File: src/rtl/vga_pkg.sv
// Shared VGA timing definitions: default 640x480@60 constants, per-axis segment
// struct and the counter-width helper used by the generator and its axis counters.
package vga_pkg;

    localparam int unsigned DEF_H_ACTIVE = 640;
    localparam int unsigned DEF_H_FP     = 16;
    localparam int unsigned DEF_H_SYNC   = 96;
    localparam int unsigned DEF_H_BP     = 48;
    localparam int unsigned DEF_V_ACTIVE = 480;
    localparam int unsigned DEF_V_FP     = 10;
    localparam int unsigned DEF_V_SYNC   = 2;
    localparam int unsigned DEF_V_BP     = 33;

    typedef struct packed {
        int unsigned active;
        int unsigned fp;
        int unsigned sync;
        int unsigned bp;
    } seg_t;

    // Never returns 0 so a degenerate total still yields a legal vector width.
    function automatic int unsigned cnt_w(input int unsigned total);
        return (total <= 1) ? 1 : $clog2(total);
    endfunction

    function automatic int unsigned seg_total(input seg_t s);
        return s.active + s.fp + s.sync + s.bp;
    endfunction

endpackage

File: src/rtl/vga_timing_gen_if.sv
// Video timing bundle: the generator drives sync/position/markers, the consumer drives en.
interface vga_timing_gen_if #(
    parameter int XW = 10,
    parameter int YW = 10
);
    logic          en;
    logic          pix_tick;
    logic          hsync;
    logic          vsync;
    logic          active;
    logic [XW-1:0] x;
    logic [YW-1:0] y;
    logic          line_start;
    logic          frame_start;
    logic          vblank;

    modport master (
        input  en,
        output pix_tick, hsync, vsync, active, x, y, line_start, frame_start, vblank
    );

    modport slave (
        output en,
        input  pix_tick, hsync, vsync, active, x, y, line_start, frame_start, vblank
    );
endinterface

File: src/rtl/vga_axis_counter.sv
// One timing axis: wrapping position counter plus active/sync window decode.
module vga_axis_counter
    import vga_pkg::*;
#(
    parameter int W = 10
) (
    input  logic         clk,
    input  logic         rst,
    input  logic         step,
    input  seg_t         seg,
    output logic [W-1:0] count,
    output logic         wrap,
    output logic         in_active,
    output logic         in_sync
);
    int unsigned cnt_i;
    int unsigned sync_lo;
    int unsigned sync_hi;

    always_comb begin
        cnt_i     = 32'(count);
        sync_lo   = seg.active + seg.fp;
        sync_hi   = sync_lo + seg.sync;
        wrap      = (cnt_i == seg_total(seg) - 1);
        in_active = (cnt_i < seg.active);
        in_sync   = (cnt_i >= sync_lo) && (cnt_i < sync_hi);
    end

    always_ff @(posedge clk) begin
        if (rst) begin
            count <= '0;
        end else if (step) begin
            count <= wrap ? '0 : count + 1'b1;
        end
    end
endmodule

File: src/rtl/vga_timing_gen.sv
// VGA timing generator: clock prescaler, H/V axis counters and registered decode
// of sync, active window, pixel position and line/frame markers.
module vga_timing_gen
    import vga_pkg::*;
#(
    parameter int unsigned H_ACTIVE = DEF_H_ACTIVE,
    parameter int unsigned H_FP     = DEF_H_FP,
    parameter int unsigned H_SYNC   = DEF_H_SYNC,
    parameter int unsigned H_BP     = DEF_H_BP,
    parameter int unsigned V_ACTIVE = DEF_V_ACTIVE,
    parameter int unsigned V_FP     = DEF_V_FP,
    parameter int unsigned V_SYNC   = DEF_V_SYNC,
    parameter int unsigned V_BP     = DEF_V_BP,
    parameter bit          HS_POL   = 1'b0,
    parameter bit          VS_POL   = 1'b0,
    parameter int unsigned CLK_DIV  = 4,
    parameter int unsigned XW       = 10,
    parameter int unsigned YW       = 10
) (
    input  logic              clk,
    input  logic              rst,
    vga_timing_gen_if.master  vid
);
    localparam seg_t        H_SEG   = '{active: H_ACTIVE, fp: H_FP, sync: H_SYNC, bp: H_BP};
    localparam seg_t        V_SEG   = '{active: V_ACTIVE, fp: V_FP, sync: V_SYNC, bp: V_BP};
    localparam int unsigned H_TOTAL = seg_total(H_SEG);
    localparam int unsigned V_TOTAL = seg_total(V_SEG);
    localparam int unsigned HW      = cnt_w(H_TOTAL);
    localparam int unsigned VW      = cnt_w(V_TOTAL);
    localparam int unsigned PW      = cnt_w(CLK_DIV);

    if (H_ACTIVE == 0 || H_FP == 0 || H_SYNC == 0 || H_BP == 0 ||
        V_ACTIVE == 0 || V_FP == 0 || V_SYNC == 0 || V_BP == 0 ||
        CLK_DIV == 0 || XW < cnt_w(H_ACTIVE) || YW < cnt_w(V_ACTIVE)) begin : g_param_err
        $error("vga_timing_gen: illegal timing parameters");
    end

    logic [PW-1:0] psc;
    logic          tick;
    logic [HW-1:0] hc;
    logic [VW-1:0] vc;
    logic          h_wrap, h_act, h_sync;
    logic          v_wrap, v_act, v_sync;
    logic          unused_ok;

    // Gated by rst so a reset cycle can never emit a pixel pulse.
    assign tick         = vid.en && !rst && (psc == PW'(CLK_DIV - 1));
    assign vid.pix_tick = tick;
    assign unused_ok    = &{1'b1, v_wrap};

    always_ff @(posedge clk) begin
        if (rst) begin
            psc <= '0;
        end else if (vid.en) begin
            psc <= (psc == PW'(CLK_DIV - 1)) ? '0 : psc + 1'b1;
        end
    end

    vga_axis_counter #(.W(HW)) u_h (
        .clk       (clk),
        .rst       (rst),
        .step      (tick),
        .seg       (H_SEG),
        .count     (hc),
        .wrap      (h_wrap),
        .in_active (h_act),
        .in_sync   (h_sync)
    );

    vga_axis_counter #(.W(VW)) u_v (
        .clk       (clk),
        .rst       (rst),
        .step      (tick && h_wrap),
        .seg       (V_SEG),
        .count     (vc),
        .wrap      (v_wrap),
        .in_active (v_act),
        .in_sync   (v_sync)
    );

    // Decode describes the position current during the tick, so it lags hc/vc by one pixel.
    always_ff @(posedge clk) begin
        if (rst) begin
            vid.hsync       <= ~HS_POL;
            vid.vsync       <= ~VS_POL;
            vid.active      <= 1'b0;
            vid.x           <= '0;
            vid.y           <= '0;
            vid.line_start  <= 1'b0;
            vid.frame_start <= 1'b0;
            vid.vblank      <= 1'b0;
        end else if (tick) begin
            vid.hsync       <= h_sync ? HS_POL : ~HS_POL;
            vid.vsync       <= v_sync ? VS_POL : ~VS_POL;
            vid.active      <= h_act && v_act;
            vid.x           <= (h_act && v_act) ? XW'(hc) : '0;
            vid.y           <= (h_act && v_act) ? YW'(vc) : '0;
            vid.line_start  <= (hc == '0);
            vid.frame_start <= (hc == '0) && (vc == '0);
            vid.vblank      <= !v_act;
        end
    end
endmodule

File: src/flat_wrapper.sv
// flat-port wrapper written by rule: the top's interface ports become plain ports
module vga_timing_gen_flat import vga_pkg::*;
#(
    parameter int unsigned H_ACTIVE = DEF_H_ACTIVE,
    parameter int unsigned H_FP     = DEF_H_FP,
    parameter int unsigned H_SYNC   = DEF_H_SYNC,
    parameter int unsigned H_BP     = DEF_H_BP,
    parameter int unsigned V_ACTIVE = DEF_V_ACTIVE,
    parameter int unsigned V_FP     = DEF_V_FP,
    parameter int unsigned V_SYNC   = DEF_V_SYNC,
    parameter int unsigned V_BP     = DEF_V_BP,
    parameter bit          HS_POL   = 1'b0,
    parameter bit          VS_POL   = 1'b0,
    parameter int unsigned CLK_DIV  = 4,
    parameter int unsigned XW       = 10,
    parameter int unsigned YW       = 10
)
  (clk, rst, vid_en, vid_pix_tick, vid_hsync, vid_vsync, vid_active, vid_x, vid_y, vid_line_start, vid_frame_start, vid_vblank);
  vga_timing_gen_if #(.XW(XW), .YW(YW)) vid_i ();
  input  logic clk;
  input  logic rst;
  input wire logic [$bits(vid_i.en)-1:0] vid_en;
  output wire logic [$bits(vid_i.pix_tick)-1:0] vid_pix_tick;
  output wire logic [$bits(vid_i.hsync)-1:0] vid_hsync;
  output wire logic [$bits(vid_i.vsync)-1:0] vid_vsync;
  output wire logic [$bits(vid_i.active)-1:0] vid_active;
  output wire logic [$bits(vid_i.x)-1:0] vid_x;
  output wire logic [$bits(vid_i.y)-1:0] vid_y;
  output wire logic [$bits(vid_i.line_start)-1:0] vid_line_start;
  output wire logic [$bits(vid_i.frame_start)-1:0] vid_frame_start;
  output wire logic [$bits(vid_i.vblank)-1:0] vid_vblank;
  assign vid_i.en = vid_en;
  assign vid_pix_tick = vid_i.pix_tick;
  assign vid_hsync = vid_i.hsync;
  assign vid_vsync = vid_i.vsync;
  assign vid_active = vid_i.active;
  assign vid_x = vid_i.x;
  assign vid_y = vid_i.y;
  assign vid_line_start = vid_i.line_start;
  assign vid_frame_start = vid_i.frame_start;
  assign vid_vblank = vid_i.vblank;
  vga_timing_gen #(.H_ACTIVE(H_ACTIVE), .H_FP(H_FP), .H_SYNC(H_SYNC), .H_BP(H_BP), .V_ACTIVE(V_ACTIVE), .V_FP(V_FP), .V_SYNC(V_SYNC), .V_BP(V_BP), .HS_POL(HS_POL), .VS_POL(VS_POL), .CLK_DIV(CLK_DIV), .XW(XW), .YW(YW)) u_core (.clk(clk), .rst(rst), .vid(vid_i));
endmodule
File: config.mk
export PLATFORM = sky130hd
export DESIGN_NAME = vga_timing_gen_flat
export DESIGN_NICKNAME = d
export VERILOG_FILES = /design/src/rtl/vga_pkg.sv /design/src/rtl/vga_timing_gen_if.sv /design/src/rtl/vga_axis_counter.sv /design/src/rtl/vga_timing_gen.sv /design/src/flat_wrapper.sv
export SDC_FILE = /design/constraint.sdc
export NUM_CORES = 1
export LEC_CHECK = 0
export BUFFER_PORTS_ARGS = -buffer_cell sky130_fd_sc_hd__buf_2
export CAP_MARGIN = 20
export CORE_UTILIZATION = 60
export DETAILED_ROUTE_END_ITERATION = 7
export GPL_TIMING_DRIVEN = 0
export PLACE_DENSITY_LB_ADDON = 0.15
export SLEW_MARGIN = 20
export SYNTH_ARGS = -nofsm -noshare
export SYNTH_HDL_FRONTEND = slang
export SYNTH_SLANG_ARGS = --single-unit
export TNS_END_PERCENT = 50
File: constraint.sdc
create_clock -name clk -period 4.5 [get_ports clk]
set_input_delay 0.45 -clock clk [delete_from_list [all_inputs] [get_ports clk]]
set_output_delay 0.45 -clock clk [all_outputs]
set_load 0.02 [all_outputs]
## Yosys cells after proc, flatten, opt, wreduce, memory -nomap -nowiden

Cells that the tools add are included.

| cells by class | value |
|---|---|
| add/subtract/negate cells | 3 |
| magnitude comparators | 6 |
| equal/unequal tests | 3 |
| mux-type cells | 7 |
| reductions and logical operators | 11 |

Operator list:

| operator | number |
|---|---|
| 10-bit two-way mux | 4 |
| 10-bit by 1-bit adder with 10-bit output, second input constant | 2 |
| 10-bit == test, second input constant | 2 |
| 10-bit zero test | 2 |
| 10-bit < comparator, second input constant | 2 |
| 10-bit by 9-bit < comparator with 1-bit output, second input constant | 2 |
| 10-bit >= comparator, second input constant | 1 |
| 10-bit by 9-bit >= comparator with 1-bit output, second input constant | 1 |
| 1-bit logical AND | 7 |
| 2-bit by 1-bit adder with 2-bit output, second input constant | 1 |
| 2-bit == test, second input constant | 1 |
| 1-bit zero test | 2 |
| 1-bit two-way mux | 2 |
| 2-bit two-way mux | 1 |

| storage, ports and cells | value |
|---|---|
| register bits after elaboration | 48 |
| input port bits | 3 |

## Logic depth before layout (Yosys ltp)

| depth | value |
|---|---|
| word-level depth | 4 |
| gate-level depth with buffers | 7 |
| depth with buffers taken out | 6 |

## Cells and area by module

A second synthesis with hierarchy kept.

| unflattened totals | value |
|---|---|
| cells, all modules | 2,182 |
| area total of the unflattened synthesis | 15,648.8 um^2 |

Modules (own cells, without submodules):

| module | instances | cells an instance | area each (um^2) |
|---|---|---|---|
| vga_axis_counter (u_core.u_v) | 1 | 1,065 | 7,511.0 |
| vga_axis_counter (u_core.u_h) | 1 | 1,006 | 7,059.3 |
| vga_timing_gen | 1 | 111 | 1,078.5 |

## Worst setup path before layout

No wires, ideal clock.

| timing | value |
|---|---|
| path type | reg2reg |
| start point | reg u_core.u_v.count[0] |
| end point | reg u_core.u_v.count[6] |
| arrival | 1.524 ns |
| data required time | 4.375 ns |
| path slack | 2.851 ns |
| cell stages (with the launch flop) | 7 |
| path buffers | 0 |
| cells stage by stage | dfxtp_1 > inv_1 > ha_1 > or4b_1 > nor4_2 > a21o_2 > a21oi_1 |

| between the ends | value |
|---|---|
| longest elaborated chain between the ends | 2 |

Ends and longest elaborated chain:

| item | line | text |
|---|---|---|
| start, declared | vga_axis_counter.sv:11 | `output logic [W-1:0] count,` |
| start signal, assigned | vga_axis_counter.sv:33 | `count <= wrap ? '0 : count + 1'b1;` |
| 10-bit by 1-bit adder with 10-bit output or 10-bit == test (tied branches) | vga_axis_counter.sv:33, vga_axis_counter.sv:24 |  |
| 10-bit two-way mux * | vga_axis_counter.sv:33 |  |

Every way passes the cells marked *; elsewhere a longest branch is shown, timed or not.
A chain may end at the register's enable or synchronous reset.

## Worst setup path in the final report

| timing | value |
|---|---|
| start point | reg u_core.psc[0] |
| end point | out vid_pix_tick |

| between the ends | value |
|---|---|
| longest elaborated chain between the ends | 2 |

Ends and longest elaborated chain:

| item | line | text |
|---|---|---|
| start, declared | vga_timing_gen.sv:38 | `logic [PW-1:0] psc;` |
| start signal, assigned | vga_timing_gen.sv:55 | `psc <= (psc == PW'(CLK_DIV - 1)) ? '0 : psc + 1'b1;` |
| 2-bit == test | vga_timing_gen.sv:47 | `assign tick = vid.en && !rst && (psc == PW'(CLK_DIV - 1));` |
| 1-bit logical AND | vga_timing_gen.sv:47 |  |
| end, declared | flat_wrapper.sv:23 | `output wire logic [$bits(vid_i.pix_tick)-1:0] vid_pix_tick;` |

Every way passes these cells.

==> impl_metrics.yaml <==
floorplanning:
  die_y_um: 60.2
  initial_core_util_pct: 64.9
  die-area_sq_um: 3620
  io_pins: 30
  core_sq_um: 3130
  row_count: 20
  die_w_um: 60.2
synthesis:
  netlist.area_leader.share_pct: 47.3
  avgSynthCellArea_sq_um: 9.66
  synth_seq_area_share_pct: 47.3
  synthArstFlopShare_pct: 0
  syn_inst: 210
  synth_edf_count: 0
  synth.area.top_cells: "dfxtp_1 (47%), a22o_1 (7.3%), ha_1 (3.1%), xor2_1 (3.0%), a21oi_1 (2.7%)"
  synth_cell_type_count: 40
  yosys-top-cells-count: "dfxtp_1 (48), a22o_1 (17), nor2_1 (14)"
  synth_nets: 218
  ys_ff_latch: 48
  yosys.area.top_type: "dfxtp_1"
  yosysMostFrequentCell: "dfxtp_1"
  synthesis.area_sq_um: 2030
  ys_warn_count: 0
  synth_ff_type: "dfxtp_1"
power_and_ir_drop:
  ir_worst_vdd_v: 0.000208
  p_per_area_nw_per_um2: 315
  power_leakage_nw: 0.996
routing:
  postRouteWirelength_mm: 4.15
  num_vias: 1642
  ant_nets: 0
  first_pass_iters: 5
  vias_per_cell: 5.68
  first_iter_violations: 107
  detail_route.wl_per_cell_um: 14.4
  drcViolationCount: 0
finish:
  fill_cells: 228
  final_nets: 252
  final_util_pct: 74.0
  fin_area_sq_um: 2310
  area_delta_synth_final_pct: 14.1
  diodes: 0
  drive_gt1_share_pct: 21.2
clocking:
  cts_tree: "built"
  cts_resized: 0
  clk_pin_slew_ns: 0.13
  h-tree-depth: 2
  cts_hold_buf: 0
  cts_setup_buffers: 0
  ctsLongestPathBuffers: 2
  cts-root-buf: "clkbuf_4"
  cts_buffers: 5
  cts_sinks: 48
  clock_latency_ns: 0.36
worst_setup_path:
  cp_max_fo: 10
  crit_path_end_kind: "output port"
  path_class: "reg2out"
  start_kind: "register"
  cp.arrival_ns: 1.73
  worst_ep_required_time_ns: 4.05
global_route:
  track_usage_pct: 25.7
  gr-total-overflow: 0
  grt_pass1_wl_mm: 6.83
  antenna_found_initial: 0
  grt_pass1_vias: 1417
  grt_max_degree: 15
place:
  dpl_cell_area_sq_um: 2220
  portBuffers: 27
  gp_congestion: 0.905
  dp_hpwl_mm: 2.88
  post-place-ws_ns: 2.57
timing:
  finalClockSkew_ns: 0.00777
  setup-violations-final: 0
  drv_slew: 0
  whs_ns: 0.270
  period_share_pct: 48.4
  relSlewSlack_pct: 64.4
  grt_setup_unrepaired: "false"
  worst_slack_ns: 2.32
  fmax_mhz: 459
  fin_setup_tns_ns: 0
  period_minus_slack_ns: 2.18
  tightest_slew_ns: 0.534
  finalHoldViolCount: 0
hold_path:
  hp-class: "in2reg"
run:
  max_cap_violations: 0
run_status:
  status: "finished, final reports clean"
-- kinds of logic after synthesis --
logic type / Yosys count / share of synthesized area [%]
simple gates: 79 / 23.7
compound gates: 49 / 16.8
flops: 48 / 47.3
buf+inv: 20 / 5.12
xor+xnor: 8 / 3.45
fa+ha+maj: 5 / 3.08
mux: 1 / 0.493
-- cells in the final DEF (no fill, tap or decap), types with 2 or more instances in the layout --
master / instances
a32o_1: 3
nand2_1: 13
clkbuf_4: 5
nand3_1: 10
or4_1: 2
buf_2: 29
nand4_2: 2
nor4_1: 4
buf_6: 3
nor3_1: 2
a22o_1: 17
inv_1: 6
dfxtp_1: 48
a31oi_1: 2
a21oi_1: 11
nor2_1: 14
o21ai_0: 11
ha_1: 5
or3_1: 7
nand4_1: 7
o31ai_1: 2
clkbuf_1: 7
clkbuf_8: 2
and2_1: 4
and3_1: 5
xor2_1: 7
-- final timing paths --
check,start,endpoint,slack (ns),cells after the start
max reg2reg,u_core.u_v.count[0],u_core.u_v.count[9],2.50,6
min,rst,u_core.psc[1],0.27,2
max,u_core.psc[0],vid_pix_tick,2.32,5
min reg2reg,u_core.vid.y[9],u_core.vid.y[9],0.47,1
-- per-layer routing --
metal	track usage, %	share of wire (%)	up-vias
met5	0	0	-
met4	7.64	1.1	0
met3	7.14	6.8	5
met2	39.4	45	55
met1	35.0	47	750
li1	-	-	832
-- flip-flops by register name (all words and copies together), names as in the netlist --
register / flops
u_core.vid.line_start: 1
u_core.u_h.count: 10
u_core.vid.vsync: 1
u_core.psc: 2
u_core.vid.x: 10
u_core.vid.active: 1
u_core.vid.vblank: 1
u_core.vid.y: 10
u_core.vid.frame_start: 1
u_core.vid.hsync: 1
u_core.u_v.count: 10
-- per-stage QoR --
step	instances	power (W)
final	289	0.000729
after global routing	289	0.000753
after CTS	289	0.000730
after floorplan	210	0.000454
after detailed placement	281	0.000460
after global placement	281	0.000459
-- cell type report --
cell class	count	area, sq um	area share (%)
plain buffers	13	77.6	3.35
clock buffers	7	65.1	2.81
clock inverters	1	30.0	1.30
inverters	7	26.3	1.14
multi-input cells	142	965	41.7
flip-flops and latches	48	961	41.5
well taps	44	55.1	2.38
repair buffers	27	135	5.84
-- power by group --
part           internal [W]  total (W)  switching (W)
Sequential         0.000427   0.000429     0.00000155
Clock              0.000148   0.000279       0.000131
Combinational    0.00000663  0.0000214      0.0000148
-- worst max-delay path, cell delays in order (launching register included) --
cell and delay [ns]:
dfxtp_1 0.38, ha_1 0.27, nand3b_4 0.14, inv_2 0.14, buf_2 0.23, buf_2 0.20
Power figures use the tool's default switching activity.
